--- config.mk ---
export PLATFORM = sky130hd
export DESIGN_NAME = vga_pattern_pipe
export DESIGN_NICKNAME = d
export VERILOG_FILES = /design/src/rtl/vga_pattern_pipe.sv
export SDC_FILE = /design/constraint.sdc
export NUM_CORES = 1
export LEC_CHECK = 0
export CAP_MARGIN = 30
export CORE_AREA = 2 2 95 106
export DETAILED_ROUTE_END_ITERATION = 12
export DIE_AREA = 0 0 97 108
export DONT_BUFFER_PORTS = 1
export HOLD_SLACK_MARGIN = 0.05
export REMOVE_ABC_BUFFERS = 1
export SLEW_MARGIN = 20
export SYNTH_ARGS = -nofsm -noshare
export SYNTH_HDL_FRONTEND = slang
export SYNTH_SLANG_ARGS = --single-unit
--- constraint.sdc ---
create_clock -name clk -period 6.7 [get_ports clk]
set_clock_uncertainty 0.2 [all_clocks]
set_input_delay 1.675 -clock clk [delete_from_list [all_inputs] [get_ports clk]]
set_output_delay 1.675 -clock clk [all_outputs]
set_load 0.005 [all_outputs]
--- src/rtl/vga_pattern_pipe.sv ---
// Test-pattern pixel stage: two-cycle pipeline from sync-generator timing to registered RGB.
// hsync/vsync travel through the same two stages so every output stays aligned.
module vga_pattern_pipe #(
  parameter int   H_ACTIVE    = 640,
  parameter int   V_ACTIVE    = 480,
  parameter int   BAR_W       = 80,
  parameter int   CHK_BIT     = 5,
  parameter int   SCROLL_STEP = 4,
  parameter logic SYNC_IDLE   = 1'b1
) (
  input  logic       clk,
  input  logic       reset,
  input  logic [9:0] hpos,
  input  logic [9:0] vpos,
  input  logic       display_on,
  input  logic       hsync_in,
  input  logic       vsync_in,
  input  logic [1:0] mode,
  output logic       hsync_out,
  output logic       vsync_out,
  output logic [3:0] r,
  output logic [3:0] g,
  output logic [3:0] b,
  output logic [7:0] frame_cnt
);
  localparam int             PXW      = $clog2(BAR_W);
  localparam logic [9:0]     H_END    = 10'(H_ACTIVE);
  localparam logic [9:0]     V_TICK   = 10'(V_ACTIVE);
  localparam logic [PXW-1:0] PX_LAST  = PXW'(BAR_W - 1);
  localparam logic [PXW:0]   STEP     = (PXW+1)'(SCROLL_STEP);
  localparam logic [PXW:0]   BAR_WRAP = (PXW+1)'(BAR_W);

  logic [1:0]     cur_mode;
  logic [PXW-1:0] scroll_px;
  logic [2:0]     scroll_bar;
  logic [PXW-1:0] bar_px;
  logic [2:0]     bar_idx;
  logic           line_ok;

  logic           line_start;
  logic           tick;
  logic           in_active;
  logic           pix_ok;
  logic [PXW-1:0] pix_px;
  logic [2:0]     pix_idx;
  logic [PXW:0]   scroll_sum;

  // Column position of the current input pixel; reloaded at each line start.
  always_comb begin
    line_start = (hpos == '0);
    tick       = line_start && (vpos == V_TICK);
    in_active  = (hpos < H_END);
    pix_ok     = line_start || line_ok;
    pix_px     = bar_px;
    pix_idx    = bar_idx;
    if (line_start) begin
      if (cur_mode == 2'd3) begin
        pix_px  = scroll_px;
        pix_idx = scroll_bar;
      end else begin
        pix_px  = '0;
        pix_idx = '0;
      end
    end
    scroll_sum = {1'b0, scroll_px} + STEP;
  end

  always_ff @(posedge clk) begin
    if (!reset) begin
      frame_cnt  <= '0;
      cur_mode   <= '0;
      scroll_px  <= '0;
      scroll_bar <= '0;
    end else if (tick) begin
      frame_cnt <= frame_cnt + 8'd1;
      cur_mode  <= mode;
      if (scroll_sum >= BAR_WRAP) begin
        scroll_px  <= PXW'(scroll_sum - BAR_WRAP);
        scroll_bar <= scroll_bar + 3'd1;
      end else begin
        scroll_px <= scroll_sum[PXW-1:0];
      end
    end
  end

  // line_ok stays low after reset until a line start, so a partial line is blanked.
  always_ff @(posedge clk) begin
    if (!reset) begin
      bar_px  <= '0;
      bar_idx <= '0;
      line_ok <= 1'b0;
    end else begin
      line_ok <= pix_ok;
      if (in_active) begin
        if (pix_px == PX_LAST) begin
          bar_px  <= '0;
          bar_idx <= pix_idx + 3'd1;
        end else begin
          bar_px  <= pix_px + PXW'(1);
          bar_idx <= pix_idx;
        end
      end
    end
  end

  logic       s1_valid;
  logic       s1_hs;
  logic       s1_vs;
  logic [2:0] s1_idx;
  logic [1:0] s1_mode;
  logic       s1_chk;
  logic [3:0] s1_hgrad;
  logic [3:0] s1_vgrad;

  always_ff @(posedge clk) begin
    if (!reset) begin
      s1_valid <= 1'b0;
      s1_hs    <= SYNC_IDLE;
      s1_vs    <= SYNC_IDLE;
      s1_idx   <= '0;
      s1_mode  <= '0;
      s1_chk   <= 1'b0;
      s1_hgrad <= '0;
      s1_vgrad <= '0;
    end else begin
      s1_valid <= display_on && pix_ok;
      s1_hs    <= hsync_in;
      s1_vs    <= vsync_in;
      s1_idx   <= pix_idx;
      s1_mode  <= cur_mode;
      s1_chk   <= hpos[CHK_BIT] ^ vpos[CHK_BIT];
      s1_hgrad <= hpos[8:5];
      s1_vgrad <= vpos[8:5];
    end
  end

  logic [2:0] bar_c;
  logic [3:0] r_next;
  logic [3:0] g_next;
  logic [3:0] b_next;

  always_comb begin
    bar_c  = 3'd7 - s1_idx;
    r_next = '0;
    g_next = '0;
    b_next = '0;
    if (s1_valid) begin
      case (s1_mode)
        2'd1: begin
          r_next = {4{s1_chk}};
          g_next = {4{s1_chk}};
          b_next = {4{s1_chk}};
        end
        2'd2: begin
          r_next = s1_hgrad;
          g_next = s1_vgrad;
          b_next = ~s1_hgrad;
        end
        default: begin
          r_next = {4{bar_c[2]}};
          g_next = {4{bar_c[1]}};
          b_next = {4{bar_c[0]}};
        end
      endcase
    end
  end

  always_ff @(posedge clk) begin
    if (!reset) begin
      r         <= '0;
      g         <= '0;
      b         <= '0;
      hsync_out <= SYNC_IDLE;
      vsync_out <= SYNC_IDLE;
    end else begin
      r         <= r_next;
      g         <= g_next;
      b         <= b_next;
      hsync_out <= s1_hs;
      vsync_out <= s1_vs;
    end
  end

endmodule

[After elaboration in Yosys (flattened, before gate mapping)]
Index checks and enable logic that the tools add are counted.
Word-level totals
  bits in registers: 62
  output and inout port bits: 22
Cells by class
  $add $sub $neg: 7
  order comparisons: 2
  equal/unequal tests: 5
  multiplexer cells: 10
  reduce and logical (&&, ||, !) cells: 6
  bitwise logic cells: 2
Operators with widths (number)
  $mux W7: 4
  $pmux W4 S2: 3
  $eq A10 B9 Y1 const B: 1
  $logic_not A10 Y1: 1
  $lt A10 B10 Y1 const B: 1
  $mux W3: 3
  $add A7 B3 Y8 const B: 1
  $add A8 B1 Y8 const B: 1
  $ge A8 B7 Y1 const B: 1
  $add A7 B1 Y7 const B: 1
  $eq A7 B7 Y1 const B: 1
  $sub A7 B7 Y7 const B: 1
  $add A3 B1 Y3 const B: 2
  $eq A2 B2 Y1 const B: 2
  $not A4 Y4: 1
  $reduce_and A2 Y1: 2
  $sub A3 B3 Y3 const A: 1
  $eq A2 B1 Y1 const B: 1
  $logic_and A1 B1 Y1: 2
  $logic_or A1 B1 Y1: 1
  $xor A1 B1 Y1: 1

[Logic depth before layout (Yosys ltp)]
  depth in word-level cells: 5
  mapped depth: 12
  mapped depth without buffers: 10

[Least setup slack after synthesis]
OpenSTA, ideal clock, no wires.
  kind: input-to-reg
  start point: input hpos[1]
  end point: register bar_px[4]
  path slack: 2.828 ns
  required time: 6.442 ns
  data arrival time: 3.613 ns
  stages: 11
  cells stage by stage: nor4_4 -> nand3_2 -> buf_2 -> and2_1 -> ha_1 -> and3_1 -> nand4_1 -> mux2i_1 -> buf_4 -> a2111oi_0 -> a31o_2
On the way
  word-level cells in the longest chain between the ends: 4
RTL lines
  start, declared: RTL line 13  | input logic [9:0] hpos,
  $logic_not A10 Y1: RTL line 50  | line_start = (hpos == '0);
  $mux W7: RTL line 56  | if (line_start) begin
  $add A7 B1 Y7 / $eq A7 B7 Y1 (equally long branches): RTL line 99, 95
  $mux W7: RTL line 95  | if (pix_px == PX_LAST) begin
  end signal, assigned: RTL line 99  | bar_px <= pix_px + PXW'(1);
  end, declared: RTL line 36  | logic [PXW-1:0] bar_px;
Parallel ways exist; a longest one is shown, timed or not.
A chain may end at the register's enable or synchronous reset.

[Worst setup path in the final report]
  start point: input hpos[7]
  end point: register bar_idx[2]
On the way
  word-level cells in the longest chain between the ends: 4
RTL lines
  $logic_not A10 Y1: RTL line 50
  $mux W3 / $mux W7 (equally long branches): RTL line 56
  $add A3 B1 Y3 / $eq A7 B7 Y1 (equally long branches): RTL line 97, 95
  $mux W3: RTL line 95
  end signal, assigned: RTL line 97  | bar_idx <= pix_idx + 3'd1;
  end signal, assigned: RTL line 100  | bar_idx <= pix_idx;
  end, declared: RTL line 37  | logic [2:0] bar_idx;
Parallel ways exist; a longest one is shown, timed or not.

==> impl_metrics.json <==
{
  "synth_seq_cells": 60,
  "muxShareOfSynthArea_pct": 1.448,
  "synth_compound_area_share_pct": 13.53,
  "dpl_cell_area_mm2": 0.002791,
  "finalCritPeriodShare_pct": 57.37,
  "required_ps": 6730,
  "worstSetupEndpointType": "register",
  "p_sw_uw": 156.2,
  "p_leak_nw": 1.083,
  "path_clk_slew_ps": 70,
  "slew_headroom_pct": 44.18,
  "post-route-worst-setup-slack_ps": 2856,
  "drc": 0,
  "start_util_pct": 29.72,
  "antenna_found_initial": 0,
  "yosysSeqAreaShare_pct": 43.44,
  "grt_max_degree": 56,
  "peakVddDrop_uv": 60.85,
  "timing.fmax_mhz": 260.1,
  "fin_hold_ws_ps": 208.8,
  "gp_congestion": 0.8247,
  "fin_crit_ps": 3844,
  "post_cts_resized": 0,
  "pwr-share-clk_pct": 46.5,
  "io_buffer_count": 0,
  "die_area_mm2": 0.01048,
  "switching_share_pct": 22.05,
  "reg2reg_slack_ps": 4160,
  "syn2layout_area_growth_pct": 8.280,
  "finalPower_uw": 708.5,
  "startpoint_type": "primary input",
  "cts_setup_buffers": 0,
  "tightest_slew_ps": 814.0,
  "vias": 2004,
  "tritoncts": "yes",
  "intPower_uw": 552.3,
  "wl_per_cell_um": 12.70,
  "drv_slew": 0,
  "drt-total-wl_um": 5307,
  "cts_hold_buf": 0,
  "synth_top_cell_by_area": "dfxtp_1",
  "synthSimpleGateAreaFrac_pct": 26.33,
  "ctsRootBufferMaster": "clkbuf_8",
  "dp.cells": 402,
  "clock-sinks": 60,
  "grtUsageTotal_pct": 10.92,
  "nets": 333,
  "clkLatencyLatePin_ps": 350,
  "p_seq_share_pct": 51.4,
  "dp_worst_setup_slack_ps": 2493,
  "hold_path.class": "register to register",
  "critPathTopFamily": "simple AND/OR/NAND/NOR gates",
  "synth_common_cells": "dfxtp_1, nand2_1, and2_1, a21oi_1, nand3_1",
  "antenna_cells": 0,
  "utilization_pct": 32.18,
  "synth_edf_count": 0,
  "fin_setup_tns_ps": 0,
  "grt_pass1_vias": 1947,
  "cts_buffers": 9,
  "n_fill_cell": 961,
  "viasPerCell": 4.794,
  "pin_count": 49,
  "dieWidth_um": 97,
  "grt_pass1_wl_um": 8997,
  "power_density_mw_per_mm2": 236.6,
  "finalHoldViolations": 0,
  "rows": 37,
  "fin_cells": 418,
  "crit_chain": "nor2_1, nand3_2, and2_1, ha_1, and3_1, nand3_1, mux2i_1, a21oi_1, a41oi_1, a21boi_0",
  "ctsHtreeMaxLevel": 3,
  "synth_most_common_cell": "dfxtp_1",
  "yosys.area.top_type_share_pct": 43.44,
  "crit_path_top_delay_cell": "mux2i_1",
  "synthTopCellsByArea": "dfxtp_1, and2_1, nand2_1",
  "ant_nets": 0,
  "clock_path_buffers": 2,
  "slowest_delay_ps": 650,
  "crit_type": "primary input to register",
  "setup_violations": 0,
  "grt-ovfl-total": 0,
  "fin_area_mm2": 0.002994,
  "maxCapViolCount": 0,
  "core_mm2": 0.009305,
  "cp_max_fo": 12,
  "synth_cell_types": 43,
  "comb_power_share_pct": 2.1,
  "ys.flop_type": "dfxtp_1",
  "synth_area_per_cell_um2": 9.096,
  "synthArstFlopShare_pct": 0,
  "synth_top_family_by_area": "simple AND/OR/NAND/NOR gates",
  "yosysWarningCount": 0,
  "dr.pass1.iters": 4,
  "synthAdderAreaFrac_pct": 4.525,
  "status": "finished, final reports clean",
  "critPathBufInv": 0,
  "synthCells": 304,
  "drive_above_1_share_pct": 7.641,
  "worst_ep_arrival_time_ps": 3870,
  "dp_hpwl_um": 3696,
  "fp.dieH_um": 108,
  "drt_iter0_drc": 138,
  "synthXorXnorAreaFrac_pct": 5.701,
  "rsz0062_at_grt": "no",
  "syn_area_mm2": 0.002765
}
==> final timing paths <==
path	startpoint	to	depth (start not counted)
worst min register to register	s1_hs	hsync_out	1
worst max-delay path	hpos[7]	bar_idx[2]	10
worst min-delay path	s1_hs	hsync_out	1
worst max register to register	scroll_px[4]	scroll_px[4]	8
==> cells by family after synthesis <==
kind of cell | Yosys count
simple gates | 128
buf+inv | 24
fa+ha+maj | 10
flops | 60
mux | 4
compound gates | 60
xor+xnor | 18
==> worst register-to-register path: stages (launching register included) <==
cell and delay (ps):
dfxtp_1 500, nand3_1 290, xor2_1 240, ha_1 250, a21boi_0 150, o22ai_1 360
o21ai_0 130, a21oi_1 180, mux2i_1 180
==> registers in the layout, indices dropped and copies added (netlist names), 2 cells and up <==
register	flops
b	4
g	4
s1_mode	2
scroll_px	5
r	4
s1_hgrad	4
cur_mode	2
bar_idx	3
frame_cnt	8
bar_px	7
scroll_bar	3
s1_idx	3
s1_vgrad	4
==> placed cells by master, fill, tap and decap left out, drive strengths merged, types with 2 or more instances in the layout <==
| master | count |
|---|---|
| a21oi | 21 |
| nand3 | 19 |
| and3 | 6 |
| and2 | 27 |
| clkinvlp | 3 |
| ha | 10 |
| a31o | 2 |
| nand2b | 10 |
| xor2 | 6 |
| o211ai | 2 |
| nor2b | 2 |
| inv | 5 |
| nor4 | 3 |
| nor3 | 6 |
| mux2i | 4 |
| nand4 | 4 |
| clkbuf | 11 |
| nand2 | 37 |
| o22ai | 2 |
| a21boi | 12 |
| o21a | 2 |
| dfxtp | 60 |
| xnor2 | 12 |
| o21ai | 9 |
| a31oi | 4 |
| nor2 | 9 |
| o31ai | 2 |
==> area by class of cell <==
type | instances | area, um^2 | share of cell area (%)
clock buffers | 11 | 141.4 | 4.722
clock inverters | 5 | 61.31 | 2.048
inverters | 5 | 18.77 | 0.6268
multi-input cells | 220 | 1425 | 47.60
flip-flops and latches | 60 | 1201 | 40.12
well taps | 117 | 146.4 | 4.889
==> per-layer routing <==
layer	track usage, %	part of all wire, %	vias up
li1	-	-	1028
met1	11.53	43	927
met2	18.80	49	39
met3	4.396	5.3	10
met4	5.835	2.0	0
met5	0	0	-
==> power by group through the flow <==
stage | Combinational [mW] | Clock, mW | Sequential [mW]
3_3_place_gp | 0.0147 | 0 | 0.372
4_1_cts | 0.0148 | 0.342 | 0.364
3_5_place_dp | 0.0148 | 0 | 0.372
2_1_floorplan | 0.0125 | 0 | 0.372
5_1_grt | 0.0168 | 0.358 | 0.365
6_report | 0.0146 | 0.330 | 0.364
Power figures use the tool's default switching activity.
